$ cat src/rtl/servo_pkg.sv
// servo_pkg: shared pulse-width type and limits for the servo PWM block
package servo_pkg;
    typedef logic [10:0] pulse_us_t;
    localparam pulse_us_t MIN_US    = 11'd1000;
    localparam pulse_us_t MAX_US    = 11'd2000;
    localparam pulse_us_t CENTER_US = 11'd1500;
endpackage

$ cat src/rtl/servo_us_prescaler.sv
// servo_us_prescaler: divides clk down to a one-cycle tick every microsecond
module servo_us_prescaler #(
    parameter int DIV = 100
) (
    input  logic clk,
    input  logic rst,
    output logic us_tick
);
    localparam int W = DIV > 1 ? $clog2(DIV) : 1;
    logic [W-1:0] cnt;
    always_ff @(posedge clk) begin
        cnt <= (rst || cnt == W'(DIV - 1)) ? '0 : cnt + W'(1);
    end
    assign us_tick = !rst && cnt == W'(DIV - 1);
endmodule

$ cat src/rtl/servo_pwm_gen.sv
// servo_pwm_gen: frame-synchronous servo PWM generator with clamped pulse width
// Build option SERVO_SLEW_LIMIT_EN: limit width change per frame to SLEW_US.
module servo_pwm_gen
    import servo_pkg::*;
#(
    parameter int CLK_FREQ_HZ = 100_000_000,
    parameter int FRAME_US    = 20000,
    parameter int SLEW_US     = 20
) (
    input  logic        clk,
    input  logic        rst,
    input  logic [10:0] pos_us,
    input  logic        pos_valid,
    output logic        pwm,
    output logic        frame_start,
    output logic [10:0] width_us
);
    localparam int DIV = CLK_FREQ_HZ / 1_000_000;
    if (CLK_FREQ_HZ % 1_000_000 != 0 || DIV < 1 || FRAME_US < 1 || FRAME_US > 32767 || SLEW_US < 1) begin : g_bad_cfg
        $error("servo_pwm_gen: invalid parameters");
    end
    logic        us_tick, first_q, wrap;
    logic [14:0] us_cnt;
    pulse_us_t   pending, active, clamped, next_active;
    // The cycle after reset is held as microsecond zero so the first frame is full length.
    servo_us_prescaler #(.DIV(DIV)) u_presc (
        .clk(clk),
        .rst(rst | first_q),
        .us_tick(us_tick)
    );
    assign wrap     = us_tick && us_cnt == 15'(FRAME_US - 1);
    assign clamped  = pos_us < MIN_US ? MIN_US : pos_us > MAX_US ? MAX_US : pos_us;
    assign width_us = active;
`ifdef SERVO_SLEW_LIMIT_EN
    localparam pulse_us_t SLEW = pulse_us_t'(SLEW_US);
    assign next_active = pending > active
        ? (pending - active > SLEW ? active + SLEW : pending)
        : (active - pending > SLEW ? active - SLEW : pending);
`else
    assign next_active = pending;
`endif
    always_ff @(posedge clk) begin
        if (rst) begin
            first_q     <= 1'b1;
            us_cnt      <= '0;
            pending     <= CENTER_US;
            active      <= CENTER_US;
            pwm         <= 1'b0;
            frame_start <= 1'b0;
        end else begin
            first_q     <= 1'b0;
            if (us_tick) us_cnt <= wrap ? '0 : us_cnt + 15'd1;
            if (pos_valid) pending <= clamped;
            if (wrap) active <= next_active;
            pwm         <= us_cnt < 15'(active);
            frame_start <= wrap | first_q;
        end
    end
endmodule

$ cat config.mk
export PLATFORM = sky130hd
export DESIGN_NAME = servo_pwm_gen
export DESIGN_NICKNAME = d
export VERILOG_FILES = /design/src/rtl/servo_pkg.sv /design/src/rtl/servo_us_prescaler.sv /design/src/rtl/servo_pwm_gen.sv
export SDC_FILE = /design/constraint.sdc
export NUM_CORES = 1
export LEC_CHECK = 0
export ABC_AREA = 1
export CELL_PAD_IN_SITES_DETAIL_PLACEMENT = 1
export CELL_PAD_IN_SITES_GLOBAL_PLACEMENT = 2
export CORE_MARGIN = 4
export CORE_UTILIZATION = 28
export DETAILED_ROUTE_END_ITERATION = 10
export PLACE_DENSITY_LB_ADDON = 0.1
export SLEW_MARGIN = 40
export SYNTH_ARGS = -nofsm -noshare
export SYNTH_HDL_FRONTEND = slang
export SYNTH_SLANG_ARGS = --single-unit
$ cat constraint.sdc
create_clock -name clk -period 1.4 [get_ports clk]
set_clock_uncertainty 0.05 [all_clocks]
set_input_delay 0.21 -clock clk [delete_from_list [all_inputs] [get_ports clk]]
set_output_delay 0.21 -clock clk [all_outputs]
set_load 0.02 [all_outputs]
==> impl_results.md <==
* Row cnt at 33
* Period utilization at 1.12
* Core Box Area at 0.00834 mm2
* Final core utilization at 0.474
* First-pass GRT wire length at 12.8 mm
* Final Setup Violations at 26
* Pint at 1.82 mW
* Final setup TNS at -3.09 ns
* Final wirelength at between 7 and 8 mm
* Register area share after synthesis at 0.388
* Antenna viol nets, final at 0
* Post-synthesis cell type count at 36
* Share of cells above drive strength 1 at 0.407
* Synth top area share at 0.388
* Final instance area at 0.00396 mm2
* Clock share of power at 0.349
* Slew @ Worst Pin at 0.270 ns
* TritonCTS clock tree: yes
* Lkg Pwr at between 1.5 and 2 nW
* Syn Area/Cell at 7.13 um2
* Crit-path slowest cell: dfxtp_4
* Seq cells post-synth at 47
* PortBufs at 26
* DRC at 0
* Worst-Skew Late Latency at 0.31 ns
* Gr ovfl total at 0
* Unrepaired setup endpoints after global routing: true
* Max_slew headroom at 0.819
* Hpwl dp at 5.88 mm
* Switching Fraction at 0.257
* Crit. End Element: flop
* Tightest Hold Check Type: in2reg
* Max Cap Viol at 0
* Post-synthesis cell type with the largest combined area: dfxtp_1
* Starting Density at 0.291
* 1st-iter DRT viols at 57
* Cts bufs inserted at 5
* Final min period at 1.57 ns
* Syn_nets at 366
* Highest clock rate at 0.637 GHz
* Slowest stage delay, CP at about 0.38 ns
* Main synth FF type: dfxtp_1
* Vias/cell at approximately 4.7
* Setup WS post-layout at -0.169 ns
* Total power at 2.45 mW
* CP Class: reg2reg
* Final Hold Vio Count at 0
* Clock slew at reported path FFs at 0.10 ns
* Max-slew violations at 0
* Status: finished with violations
* Synthesized area at 0.00242 mm2
* Clk sinks at 47
* Crit Path Max Fanout at 5
* Post-synth EDFFs at 0
* Comb pwr share at 0.091
* Pin count of the biggest net entering global routing at 15
* Fillers at roughly 1000
* Gate Count Post-Synth at 340
* CP cell instances: ha_4 -> nand2_4 -> nor2_4 -> nand3_4 -> nor2_8 -> nand2_8 -> buf_12 -> buf_16 -> nand2_2 -> nand2_1 -> nor2_1
* Yosys warns at 0
* Routed via count at 2553
* Routability Congestion at 0.777
* Startpoint types: flop
* NumNets Final at 467
* Failing checks: setup timing
* IO Count at 27
* Synth top area cells: dfxtp_1 (39%), nand2_1 (13%), nor2_1 (7.6%), ha_1 (6.2%), inv_1 (5.9%)
* VDD IR-drop max at between 0.6 and 0.7 mV
* Arr. time, crit path at 1.76 ns
* Clock buffer depth at 2
* GRT Overall Usage at 0.158
* Syn-to-layout area delta at 63.2%
* Die area at 0.0102 mm2
* PwrDens at 620 mW/mm2
* Commonest cells in the netlist: nand2_1 (81), nor2_1 (49), dfxtp_1 (47), inv_1 (38), nand3_1 (26)
* Worst path required time at 1.59 ns
* P_sw at around 0.63 mW
* Most frequent cell after synthesis: nand2_1
* Initial antenna violation count at 0
* Post-synth ARST share at 0
* Clk Tree Root Cell: clkbuf_8
* CTS H-tree lvls at 2
* Die H at 101 um
* Diodes inserted at 0
* DR WL/cell at 14.5 um
* 1st-pass router iterations at 4
* Area after DPL at 0.00328 mm2
* Vias in the first global route at 2633
* Flop pwr share at 0.560
* Die W at 101 um
critical path, delay by kind of cell (launching register included):
kind	cells	cell delay, ns
AND/OR/NAND/NOR	8	0.66
adder cells (fa/ha/maj)	1	0.15
buffers and inverters	2	0.27
flip-flops	1	0.38
routing by layer:
metal  track usage  routed length (um)
met3        0.0242                 162
met4        0.0368                 106
met5             0                   0
met2         0.298                4310
met1         0.187                3360
registers in the layout, indices dropped and copies added, names as in the netlist:
name / flops
width_us: 11
u_presc.cnt: 7
next_active: 11
frame_start: 1
pwm: 1
first_q: 1
us_cnt: 15
power groups by stage:
stage	Sequential, mW	Clock, mW	Combinational (mW)
floorplan	1.41	0	0.0739
global placement	1.41	0	0.199
CTS	1.38	0.890	0.211
global route	1.38	0.953	0.249
detailed placement	1.41	0	0.201
finish	1.37	0.855	0.223
repair_timing:
action	CTS	global route
setup buffers	7	11
hold buffers	0	0
pin swaps	19	21
endpoints found under the setup margin	41	36
cloned	1	0
gates resized for setup	76	56
cells by family (layout without fill, tap and decap cells):
| logic type | Yosys count | in the layout | share of synthesized area |
|---|---|---|---|
| simple gates | 196 | 196 | 0.380 |
| flops | 47 | 47 | 0.388 |
| buf+inv | 47 | 149 | 0.0779 |
| compound gates | 34 | 34 | 0.0779 |
| fa+ha+maj | 12 | 12 | 0.0619 |
| xor+xnor | 4 | 4 | 0.0145 |
metrics by stage:
step	worst slack [ns]	cells	hold slack (ns)
2_1_floorplan	-0.0551	340	0.188
3_3_place_gp	-0.305	525	0.404
3_5_place_dp	-0.361	525	0.407
4_1_cts	-0.150	540	0.422
5_1_grt	-0.255	547	0.221
6_report	-0.169	547	0.214
layout make-up:
| cell class | instances | area [um2] | share of cell area |
|---|---|---|---|
| clock buffers | 6 | 72.6 | 0.0183 |
| clock inverters | 2 | 12.5 | 0.00316 |
| inverters | 41 | 173 | 0.0436 |
| multi-input cells | 246 | 1700 | 0.429 |
| flip-flops and latches | 47 | 963 | 0.243 |
| well taps | 105 | 131 | 0.0332 |
| repair buffers | 100 | 908 | 0.230 |
placed cells by master (no fill, tap or decap), types with 11 or more instances in the layout:
master | Yosys | final
buf_4 | 1 | 61
dlygate4sd2_1 | 0 | 13
nand2_1 | 81 | 58
nor2_1 | 49 | 39
dfxtp_1 | 47 | 35
inv_1 | 38 | 38
clkdlybuf4s50_1 | 0 | 11
nand2_2 | 3 | 16
nand3_2 | 0 | 13
nand3_1 | 26 | 11
nand4_1 | 12 | 12
worst paths after layout:
path / start / to / slack, ns / depth (start not counted)
setup / recovery: us_cnt[1] / width_us[0] / -0.17 / 11
hold / removal: pos_us[6] / next_active[6] / 0.21 / 3
setup reg to reg: us_cnt[1] / width_us[0] / -0.17 / 11
hold reg to reg: next_active[1] / next_active[1] / 0.42 / 2
Note: power is estimated with default switching activity, not from simulation.
